File: src/rtl/sw_debounce.sv
// Multi-channel switch debouncer: two-flop synchronizer plus a per-channel IDLE/COUNT stability FSM.
// Define SW_DEBOUNCE_EDGE_EN to add per-channel sw_rise/sw_fall pulse outputs.
module sw_debounce #(
  parameter int WIDTH      = 9,
  parameter int CNT_W      = 20,
  parameter int STABLE_CYC = 500000
) (
  input  logic             clk,
  input  logic             rst,
  input  logic [WIDTH-1:0] sw_i,
  output logic [WIDTH-1:0] sw_o,
  output logic             sw_chg
`ifdef SW_DEBOUNCE_EDGE_EN
  ,
  output logic [WIDTH-1:0] sw_rise,
  output logic [WIDTH-1:0] sw_fall
`endif
);

  typedef enum logic {
    ST_IDLE  = 1'b0,
    ST_COUNT = 1'b1
  } state_t;

  localparam logic [CNT_W-1:0] LAST_CNT = CNT_W'(STABLE_CYC - 1);

  logic [WIDTH-1:0] r_s1;
  logic [WIDTH-1:0] r_s2;
  logic [WIDTH-1:0] r_sw_o;
  logic             r_chg;
  state_t           r_state     [WIDTH];
  state_t           w_state_nxt [WIDTH];
  logic [CNT_W-1:0] r_cnt       [WIDTH];
  logic [CNT_W-1:0] w_cnt_nxt   [WIDTH];
  logic [WIDTH-1:0] w_upd;

  // NOTE: every combinational output gets a default before the case, otherwise
  // a path that skips an assignment infers a latch.
  always_comb begin
    w_upd = '0;
    for (int i = 0; i < WIDTH; i++) begin
      w_state_nxt[i] = r_state[i];
      w_cnt_nxt[i]   = r_cnt[i];
      case (r_state[i])
        ST_IDLE: begin
          if (r_s2[i] != r_sw_o[i]) begin
            if (STABLE_CYC == 1) begin
              w_upd[i] = 1'b1;
            end else begin
              w_state_nxt[i] = ST_COUNT;
              w_cnt_nxt[i]   = CNT_W'(1);
            end
          end
        end
        ST_COUNT: begin
          if (r_s2[i] == r_sw_o[i]) begin
            // Glitch: level went back before it was stable long enough.
            w_state_nxt[i] = ST_IDLE;
            w_cnt_nxt[i]   = '0;
          end else if (r_cnt[i] == LAST_CNT) begin
            w_upd[i]       = 1'b1;
            w_state_nxt[i] = ST_IDLE;
            w_cnt_nxt[i]   = '0;
          end else begin
            w_cnt_nxt[i] = r_cnt[i] + CNT_W'(1);
          end
        end
        default: begin
          w_state_nxt[i] = ST_IDLE;
          w_cnt_nxt[i]   = '0;
        end
      endcase
    end
  end

  // NOTE: sequential state uses non-blocking assignments so every register
  // samples pre-edge values; blocking here would collapse the synchronizer.
  always_ff @(posedge clk) begin
    if (!rst) begin
      r_s1   <= '0;
      r_s2   <= '0;
      r_sw_o <= '0;
      r_chg  <= 1'b0;
      for (int i = 0; i < WIDTH; i++) begin
        r_state[i] <= ST_IDLE;
        r_cnt[i]   <= '0;
      end
    end else begin
      r_s1   <= sw_i;
      r_s2   <= r_s1;
      r_sw_o <= (r_sw_o & ~w_upd) | (r_s2 & w_upd);
      r_chg  <= |w_upd;
      for (int i = 0; i < WIDTH; i++) begin
        r_state[i] <= w_state_nxt[i];
        r_cnt[i]   <= w_cnt_nxt[i];
      end
    end
  end

  assign sw_o   = r_sw_o;
  assign sw_chg = r_chg;

`ifdef SW_DEBOUNCE_EDGE_EN
  logic [WIDTH-1:0] r_rise;
  logic [WIDTH-1:0] r_fall;

  // An updating channel always takes the synchronized level, so its direction is r_s2.
  always_ff @(posedge clk) begin
    if (!rst) begin
      r_rise <= '0;
      r_fall <= '0;
    end else begin
      r_rise <= w_upd & r_s2;
      r_fall <= w_upd & ~r_s2;
    end
  end

  assign sw_rise = r_rise;
  assign sw_fall = r_fall;
`endif

endmodule
File: config.mk
export PLATFORM = sky130hd
export DESIGN_NAME = sw_debounce
export DESIGN_NICKNAME = d
export VERILOG_FILES = /design/src/rtl/sw_debounce.sv
export SDC_FILE = /design/constraint.sdc
export NUM_CORES = 1
export LEC_CHECK = 0
export ABC_CLOCK_PERIOD_IN_PS = 6100
export BUFFER_PORTS_ARGS = -buffer_cell sky130_fd_sc_hd__buf_4
export CORE_MARGIN = 4
export CORE_UTILIZATION = 65
export CTS_BUF_LIST = sky130_fd_sc_hd__clkbuf_8
export DETAILED_ROUTE_END_ITERATION = 10
export PLACE_DENSITY = 0.85
export SYNTH_ARGS = -nofsm -noshare
export SYNTH_HDL_FRONTEND = slang
export SYNTH_SLANG_ARGS = --single-unit
File: constraint.sdc
create_clock -name clk -period 6.1 [get_ports clk]
set_clock_uncertainty 0.05 [all_clocks]
set_input_delay 0 -clock clk [delete_from_list [all_inputs] [get_ports clk]]
set_output_delay 0 -clock clk [all_outputs]
set_load 0.01 [all_outputs]
==> results of run 1 <==
==> metal layers <==
| metal | GRT usage, % | vias to the layer above | share of wire (%) |
|---|---|---|---|
| met5 | 0 | - | 0 |
| met4 | 9.630 | 0 | 2.0 |
| met3 | 4.256 | 38 | 5.1 |
| met2 | 42.16 | 289 | 47 |
| met1 | 34.06 | 4823 | 46 |
| li1 | - | 5065 | - |
==> cells by family after synthesis <==
logic type,Yosys count
buffers and inverters,67
XOR/XNOR,20
AO/OA/AOI/OAI,397
adder cells (fa/ha/maj),9
AND/OR/NAND/NOR,624
flip-flops,217
multiplexers,7
==> registers in the layout, indices dropped and copies added, names as in the netlist, named ones only <==
| register | flops |
|---|---|
| r_s1 | 9 |
| r_cnt | 180 |
| r_s2 | 9 |
| sw_chg | 1 |
| r_state | 9 |
==> synthesized netlist by cell type, drive strengths merged (6+ instances only) <==
master	n
dfxtp	217
nand2	160
o21ai	156
nor2	124
a21oi	89
nand3	66
nor3	54
clkbuf	47
nand4	41
and2	34
and3	34
a311oi	32
a31oi	31
o211a	23
and4	18
nor4	16
xor2	16
o31ai	14
nor4b	13
nor3b	12
inv	11
or2	11
a41oi	10
a22oi	9
buf	9
ha	9
or3	9
o211ai	8
mux2i	7
nand4b	7
nor2b	6
==> metrics by stage <==
step	hold WS [ns]	std cells	worst slack (ns)	power [mW]	utilization, %
after global routing	0.1733	1598	3.021	2.883	73.21
after CTS	0.1437	1598	3.272	2.807	73.21
after global placement	0.1581	1526	3.346	1.545	68.17
final	0.1718	1598	3.186	2.782	73.21
after floorplan	0.07729	1341	3.968	1.522	-
after detailed placement	0.1626	1526	3.268	1.547	68.17
==> worst register-to-register path: cells and delay by family (launching register included) <==
kind | cells | cell delay [ns]
AOI/OAI and AO/OA | 3 | 1.25
DFF | 1 | 0.39
and+or+nand+nor | 3 | 0.55
adders and majority gates | 1 | 0.26
==> worst max-delay path by stage <==
stage	end	depth (start not counted)	start
2_1_floorplan	r_cnt[0][68]	7	r_cnt[0][67]
3_5_place_dp	r_cnt[0][76]	6	rst
4_1_cts	r_cnt[0][76]	7	rst
6_report	r_cnt[0][76]	7	rst
3_3_place_gp	r_cnt[0][69]	6	rst
5_1_grt	r_cnt[0][66]	7	rst
==> final cells by class <==
type | count | area share (%)
Tap cell | 216 | 2.307
Clock buffer | 43 | 5.052
Sequential cell | 217 | 37.09
Inverter | 11 | 0.3632
Multi-Input combinational cell | 1057 | 51.76
Clock inverter | 19 | 0.9720
Timing Repair Buffer | 35 | 2.457
==> report_power, final <==
| group | internal, mW | switching, mW |
|---|---|---|
| Clock | 0.683 | 0.577 |
| Sequential | 1.43 | 0.00872 |
| Combinational | 0.0269 | 0.0593 |
==> metrics.txt, run 1 <==
RSZ-0062 raised after global routing false; initial antenna violation count 0; fin area 11710 um2; Synth Area in Compound Gates 23.48%; commonest non-fill, non-tap cell in the layout dfxtp_1; drt first pass iters 5; pwr dens 237.5 nW/um2; WP data arrival 3.31 ns; Final Cycle Share 47.76%; Rows 46; Num CTS Buffers 36; Critical Path Source Type input pin; FILL cells 1298; Setup crit end kind register; post-synth top area share 40.70%; Multi-input gate area 6063 um2; DIE WIDTH 136.1 um; hold path startpoint sw_i[7]; Root Driver clkbuf_8; xor/xnor share of the synthesized area 1.641%; vias per std cell 6.392; TNS Setup 0 ns; Syn Nets 1361; Starting Density 66.70%; reg2reg path depth 7; worst vdd ir 0.2106 mV; CTS tree done; post-synthesis sequential area ratio 40.70%; status completed; synth warn 0; Cells after Synth 1341; minimum clock period 2.914 ns; CP Max Fanout 71; Post-CTS Setup Bufs 0; Critical Path RT 6.50 ns; FF-to-FF setup slack 3.45 ns; Iter 0 DRT Violations 833; area added between synthesis and finish 9.753%; largest net degree at the start of global routing 72; clk buf depth 3; GRT Util Overall 25.68%; mux share of post-synthesis cell area 0.6565%; DIE AREA 18530 um2; IO Port Bufs 20; Reg area 4344 um2; first-pass GRT wire length 40.90 mm; Post-synth EDFFs 0; Final Hold Violating Endpoints 0; fin nets 1378; final setup violation count 0; wire per inst 15.10 um; top cell type by total area after synthesis dfxtp_1; main combinational cell family by area after synthesis simple AND/OR/NAND/NOR gates; most frequent cells in the layout dfxtp_1 (217), nand2_1 (160), o21ai_0 (149); routed wire length 24.12 mm; leakage power 4.113 nW; cells along the critical path dlygate4sd3_1 -> buf_4 -> clkinv_2 -> buf_4 -> nor2_1 -> o21ai_0 -> o21ai_0; simple-gate share of the synthesized area 29.98%; core outline area 16000 um2; Synth cell types 65; Max Cap Viol 0; fmax 0.3432 GHz; Worst Hold Class in -> reg; Slew headroom 21.01%; Resized Gates After CTS 0; Slew @ Worst Pin 1.180 ns; Post-synth ARST share 0%; Worst-path clk slew 0.05 ns; post-route ant nets 0; # IOs 21; top cell family by delay on the critical path buffers and inverters; CP max stage cell clkinv_2; Placement Cell Area 10910 um2; total number of vias 10.22k; r2r startpoint r_cnt[0][80]; flops & latches, synth 217; Max Slew Vio Count 0; WS Path Type in -> reg; dpl hpwl 15.52 mm; crit path buf inv count 4; Worst-Skew Late Latency 0.54 ns; final RePlAce weighted congestion 0.8601; Die Ht 136.1 um; worst flop-to-flop path endpoint r_cnt[0][94]; Clock Sinks 217; Cell Area, Synth 10670 um2; layout cells sized above 1 7.815%; post-route DRC violation count 0; grt total ovfl 0; vias in the first global route 9196; max incr delay on CP 0.73 ns; hold path cells 3; Synth Area per Inst 7.959 um2; Hold Path Sink r_s1[7]; ANT cells 0; synthesized-area fraction occupied by adder cells 1.055%; Area contributors post-synth dfxtp_1 (41%), o21ai_0 (7.0%), nand2_1 (5.6%), nor2_1 (4.3%), a21oi_1 (4.1%); Post-CTS Hold Buffers 10; # H-tree levels 2; Primary FF master, synth dfxtp_1
(Power assumes the default switching activity.)
==> run 2, diff against run 1 <==
--- a/config.mk
+++ b/config.mk
@@ -5,7 +5,7 @@
 export SDC_FILE = /design/constraint.sdc
 export NUM_CORES = 1
 export LEC_CHECK = 0
-export ABC_CLOCK_PERIOD_IN_PS = 6100
+export ABC_CLOCK_PERIOD_IN_PS = 2700
 export BUFFER_PORTS_ARGS = -buffer_cell sky130_fd_sc_hd__buf_4
 export CORE_MARGIN = 4
 export CORE_UTILIZATION = 65
==> constraint.sdc (replaced) <==
create_clock -name clk -period 2.7 [get_ports clk]
set_clock_uncertainty 0.05 [all_clocks]
set_input_delay 0 -clock clk [delete_from_list [all_inputs] [get_ports clk]]
set_output_delay 0 -clock clk [all_outputs]
set_load 0.01 [all_outputs]
==> run 2 against run 1 <==
Combinational power rose by 140%. Flip-flop and latch count did not move. Wire length rose by 6.0%. First-iteration DRC count fell by 5.9%. Clock power rose to 2.6 times the previous value. Final area rose by 3.1%. Power rose by 140%. Critical path type is now reg -> reg.
==> metrics.txt, run 2 (same netlist as run 1, synthesis figures left out) <==
Starting Density 66.70% (unchanged); Die Ht 136.1 um (unchanged); FF-to-FF setup slack 0.16 ns (-3.29 ns); RSZ-0062 raised after global routing false; IO Port Bufs 20 (unchanged); Rows 46 (unchanged); core outline area 16000 um2 (unchanged); Post-CTS Setup Bufs 0 (unchanged); fmax 0.3942 GHz; Critical Path RT 3.03 ns (-3.47 ns); Clock Sinks 217 (unchanged); final core occ 75.50% (+2.3 points); area added between synthesis and finish 13.19%; max incr delay on CP 0.60 ns (-0.13 ns); status completed; CP Capture Point r_cnt[0][76]; initial antenna violation count 0 (unchanged); Setup WS pre-CTS 0.1641 ns (-3.104 ns); Iter 0 DRT Violations 784 (-5.9%); total number of vias 10.48k (+2.6%); post-route DRC violation count 0 (unchanged); fin nets 1405 (+2.0%); vias per std cell 6.427 (+0.55%); Top reg by flops r_cnt; Critical Path Source Type register; final RePlAce weighted congestion 0.9126 (+6.1%); pwr dens 561.0 nW/um2 (+140%); TNS Setup 0 ns (unchanged); DIE WIDTH 136.1 um (unchanged); cell mode on critical path o21ai_0; Slew @ Worst Pin 0.9533 ns (-0.2264 ns); Num CTS Buffers 38 (+5.6%); r2r startpoint r_cnt[0][67]; grt total ovfl 0 (unchanged); leakage power 4.320 nW (+5.0%); CP Max Fanout 13 (-82%); WS Path Type reg -> reg; WP data arrival 2.87 ns (-0.44 ns); PnR worst setup slack 0.1630 ns (-3.023 ns); cells along the critical path or4b_1 -> or4_4 -> o211ai_4 -> a31oi_1 -> o21ai_0 -> o21ai_0; reg2reg path depth 6 (-1); Max Cap Viol 0 (unchanged); vias in the first global route 9617 (+4.6%); CTS tree done; final setup violation count 0 (unchanged); GRT Util Overall 27.14% (+1.5 points); clk buf depth 3 (unchanged); Worst Hold Class in -> reg; post-route ant nets 0 (unchanged); layout cells sized above 1 9.894% (+2.1 points); CP max stage cell or4b_1; dpl hpwl 16.58 mm (+6.8%); Slew headroom 36.31% (+15 points); DIE AREA 18530 um2 (unchanged); Root Driver clkbuf_8; minimum clock period 2.537 ns; wire per inst 15.68 um (+3.8%); Max Slew Vio Count 0 (unchanged); Final Hold Violating Endpoints 0 (unchanged); # IOs 21 (unchanged); crit path launch r_cnt[0][67]; largest net degree at the start of global routing 62 (-14%); Setup crit end kind register; max FFs per register 180 (unchanged); first-pass GRT wire length 43.25 mm (+5.7%); drt first pass iters 5 (unchanged); Final Cycle Share 93.96%; Worst-path clk slew 0.06 ns (about the same); # H-tree levels 2 (unchanged); commonest non-fill, non-tap cell in the layout dfxtp_1; most frequent cells in the layout dfxtp_1 (217), nand2_1 (160), o21ai_0 (149); worst flop-to-flop path endpoint r_cnt[0][76]; routed wire length 25.57 mm (+6.0%); Hold Slack 0.1805 ns (+0.008737 ns); Worst-Skew Late Latency 0.53 ns (about the same); ANT cells 0 (unchanged); worst vdd ir 0.5042 mV (+140%)
[run 2: how the worst min path moves through the flow]
stage / from / endpoint / slack [ns] / depth (start not counted)
final: sw_i[1] / r_s1[1] / 0.18 / 3
after global routing: sw_i[6] / r_s1[6] / 0.19 / 3
after CTS: sw_i[1] / r_s1[1] / 0.15 / 3
after detailed placement: sw_i[1] / r_s1[1] / 0.16 / 2
after global placement: sw_i[2] / r_s1[2] / 0.16 / 2
after floorplan: sw_i[0] / r_s1[0] / 0.08 / 1
[run 2: per-stage QoR]
| stage | area, um2 | std cells | total power [mW] |
|---|---|---|---|
| 2_1_floorplan | 10670 | 1341 | 3.438 |
| 3_3_place_gp | 11090 | 1548 | 3.497 |
| 3_5_place_dp | 11090 | 1548 | 3.504 |
| 4_1_cts | 12080 | 1631 | 6.817 |
| 5_1_grt | 12080 | 1631 | 7.000 |
| 6_report | 12080 | 1631 | 6.778 |
[run 2: layout make-up]
cell class | count | area (um2)
inverter | 11 | 42.54
fill | 1222 | 3920
sequential | 217 | 4344
clock buffer | 50 | 688.2
timing repair buffer | 60 | 495.5
tap | 216 | 270.3
clock inverter | 20 | 173.9
multi-input combinational | 1057 | 6066
[run 2: what timing repair did]
action,in CTS,in global routing
hold buffers,13,0
hold endpoints to repair,22,0
endpoints found under the setup margin,0,3
resized for setup,0,1
[run 2: report_power, final]
| group | total (mW) | switching, mW | internal (mW) |
|---|---|---|---|
| clock | 3.32 | 1.36 | 1.96 |
| combinational | 0.206 | 0.137 | 0.0686 |
| sequential | 3.25 | 0.0205 | 3.23 |
| total | 6.78 | 1.52 | 5.26 |
[run 2: critical path, delay by kind of cell (launching register included)]
kind             cells  cell delay (ns)
AO/OA/AOI/OAI        4             0.82
flip-flops           1             0.37
AND/OR/NAND/NOR      2             1.15
[run 2: routing by layer]
layer | GRT usage (%) | up-vias | routed length (um)
li1 | - | 5122 | -
met2 | 46.12 | 362 | 12400
met1 | 34.61 | 4942 | 11100
met3 | 4.811 | 57 | 1478
met4 | 9.854 | 0 | 591
met5 | 0 | - | 0
==> run 3, diff against run 2 <==
==> config.mk (replaced) <==
export PLATFORM = sky130hd
export DESIGN_NAME = sw_debounce
export DESIGN_NICKNAME = d
export VERILOG_FILES = /design/src/rtl/sw_debounce.sv
export SDC_FILE = /design/constraint.sdc
export NUM_CORES = 1
export LEC_CHECK = 0
export ABC_CLOCK_PERIOD_IN_PS = 2600
export BUFFER_PORTS_ARGS = -buffer_cell sky130_fd_sc_hd__buf_4
export CORE_MARGIN = 4
export CORE_UTILIZATION = 50
export CTS_BUF_LIST = sky130_fd_sc_hd__clkbuf_8
export DETAILED_ROUTE_END_ITERATION = 10
export PLACE_DENSITY = 0.69
export SYNTH_ARGS = -nofsm -noshare
export SYNTH_HDL_FRONTEND = slang
export SYNTH_SLANG_ARGS = --single-unit
==> constraint.sdc (replaced) <==
create_clock -name clk -period 2.6 [get_ports clk]
set_clock_uncertainty 0.05 [all_clocks]
set_input_delay 0 -clock clk [delete_from_list [all_inputs] [get_ports clk]]
set_output_delay 0 -clock clk [all_outputs]
set_load 0.01 [all_outputs]
==> run 3 against run 2 <==
Power down 0.62%. Global-route usage down 7.0 points. Sequential power up 4%. Critical path type unchanged. Largest cell class unchanged. Sequential share of layout area down 0.17 points. Via count down 4.2%. Wire length down 3.8%. Maximum frequency up 7.9%. Non-clock buffer count up 10. Combinational power up 4%. First-iteration DRC count down 37%. Final area up 0.47%. Register-to-register slack better by 0.09 ns.
==> metrics.txt, run 3 (same netlist as run 1, synthesis figures left out) <==
status completed; IO Port Bufs 20 (unchanged); Worst Hold Class in -> reg; Stages on worst setup path 8 (+2); leakage power 4.339 nW (+0.45%); Clock Sinks 217 (unchanged); area added between synthesis and finish 13.72%; Worst-path clk slew 0.07 ns (about the same); cells along the critical path ha_1 -> and4_1 -> nand2_1 -> nor4_1 -> nor2_1 -> buf_4 -> a41oi_1 -> a311oi_1; top cell family by delay on the critical path simple AND/OR/NAND/NOR gates; vias per std cell 5.916 (-7.9%); most frequent cells in the layout dfxtp_1 (217), nand2_1 (160), o21ai_0 (149); Setup crit end kind register; Max Slew Vio Count 0 (unchanged); # IOs 21 (unchanged); Worst-Skew Late Latency 0.53 ns (about the same); FF-to-FF setup slack 0.25 ns (+0.09 ns); first-pass GRT wire length 42.04 mm (-2.8%); CP max stage cell nor4_1; pwr dens 555.0 nW/um2 (-1.1%); CP Max Fanout 9 (-4); crit path buf inv count 1 (+1); grt total ovfl 0 (unchanged); Critical Path RT 2.94 ns (-0.09 ns); fin area 12140 um2 (+0.47%); Slew headroom 34.74% (-1.6 points); vias in the first global route 9040 (-6.0%); Top reg by flops r_cnt; Non-Filler Instances 1698 (+4.1%); Rows 53 (+15%); minimum clock period 2.352 ns (-0.1854 ns); routed wire length 24.60 mm (-3.8%); initial antenna violation count 0 (unchanged); Critical Path Source Type register; Final Cycle Share 90.45% (-3.5 points); TNS Setup 0 ns (unchanged); Die Ht 154.1 um (+13%); post-route ant nets 0 (unchanged); Starting Density 50.77% (-16 points); reg2reg path depth 8 (+2); RSZ-0062 raised after global routing false; core outline area 21020 um2 (+31%); drt first pass iters 5 (unchanged); final setup violation count 0 (unchanged); ANT cells 0 (unchanged); Iter 0 DRT Violations 492 (-37%); CTS tree done; WP data arrival 2.69 ns (-0.18 ns); GRT Util Overall 20.10% (-7.0 points); Num CTS Buffers 39 (+2.6%); worst flop-to-flop path endpoint r_cnt[0][23]; Max Cap Viol 0 (unchanged); r2r startpoint r_cnt[0][20]; DIE WIDTH 154.1 um (+13%); Cells after DPL 1617 (+4.5%); Hold Slack 0.1735 ns (-0.007023 ns); post-route DRC violation count 0 (unchanged); Placement Cell Area 11220 um2 (+1.2%); Final Power 6.736 mW (-0.62%); DIE AREA 23750 um2 (+28%); WS Path Type reg -> reg; max incr delay on CP 0.46 ns (-0.14 ns); final RePlAce weighted congestion 0.8577 (-6.0%); layout cells sized above 1 10.05% (+0.16 points); # H-tree levels 2 (unchanged); hold path startpoint sw_i[7]; crit path launch r_cnt[0][20]; max FFs per register 180 (unchanged); Root Driver clkbuf_8; Final Hold Violating Endpoints 0 (unchanged); wire per inst 14.49 um (-7.6%); clk buf depth 3 (unchanged); Slew @ Worst Pin 0.9714 ns (+0.01801 ns); CP Capture Point r_cnt[0][23]; dpl hpwl 16.27 mm (-1.9%); largest net degree at the start of global routing 52 (-16%); worst vdd ir 0.5208 mV (+3.3%); fin nets 1416 (+0.78%); commonest non-fill, non-tap cell in the layout dfxtp_1; total number of vias 10.05k (-4.2%); fmax 0.4252 GHz (+7.9%); Resized Gates After CTS 0 (unchanged)
-- run 3: cell types whose count changed in the layout (fill, tap and decap cells not counted), sizes merged --
| cell | before | now |
|---|---|---|
| inv | 19 | 23 |
| clkbuf | 50 | 52 |
| bufinv | 3 | 0 |
| clkinv | 8 | 3 |
| buf | 47 | 57 |
-- run 3: per-layer routing --
| layer | global-route usage [%] | wire [um] |
|---|---|---|
| met5 | 0 | 0 |
| met4 | 6.308 | 450 |
| met3 | 3.406 | 1018 |
| met2 | 32.28 | 11350 |
| met1 | 27.71 | 11780 |
-- run 3: power by group --
group / switching [mW] / internal [mW]
registers: 0.0194 / 3.35
clock network: 1.38 / 1.77
logic: 0.143 / 0.0710
-- run 3: final cells by class --
cell class,instances,area (um2)
clock inverters,16,67.56
well taps,275,344.1
multi-input cells,1057,6063
repair buffers,70,558.0
flip-flops and latches,217,4344
fillers,1928,8885
inverters,11,43.79
clock buffers,52,715.7
-- run 3: timing repair --
item                                    in CTS  in global routing
hold buffers                                13                  0
setup buffers                                0                  0
endpoints found under the setup margin       0                  0
endpoints found under the hold margin       27                  0
-- run 3: worst min-delay path by stage --
| stage | cells after the start | slack [ns] | to |
|---|---|---|---|
| 2_1_floorplan | 1 | 0.08 | r_s1[0] |
| 3_3_place_gp | 2 | 0.16 | r_s1[5] |
| 3_5_place_dp | 2 | 0.16 | r_s1[2] |
| 4_1_cts | 3 | 0.14 | r_s1[7] |
| 5_1_grt | 3 | 0.18 | r_s1[8] |
| 6_report | 3 | 0.17 | r_s1[7] |
-- run 3: worst min-delay path, delay by kind of cell --
kind | cells | cell delay [ns]
buf+inv | 2 | 0.62
simple gates | 1 | 0.11
-- run 3: metrics by stage --
stage,util [%],setup WS (ns)
2_1_floorplan,-,0.4680
3_3_place_gp,53.39,0.3246
3_5_place_dp,53.39,0.2702
4_1_cts,57.73,0.2589
5_1_grt,57.73,0.01385
6_report,57.73,0.2483
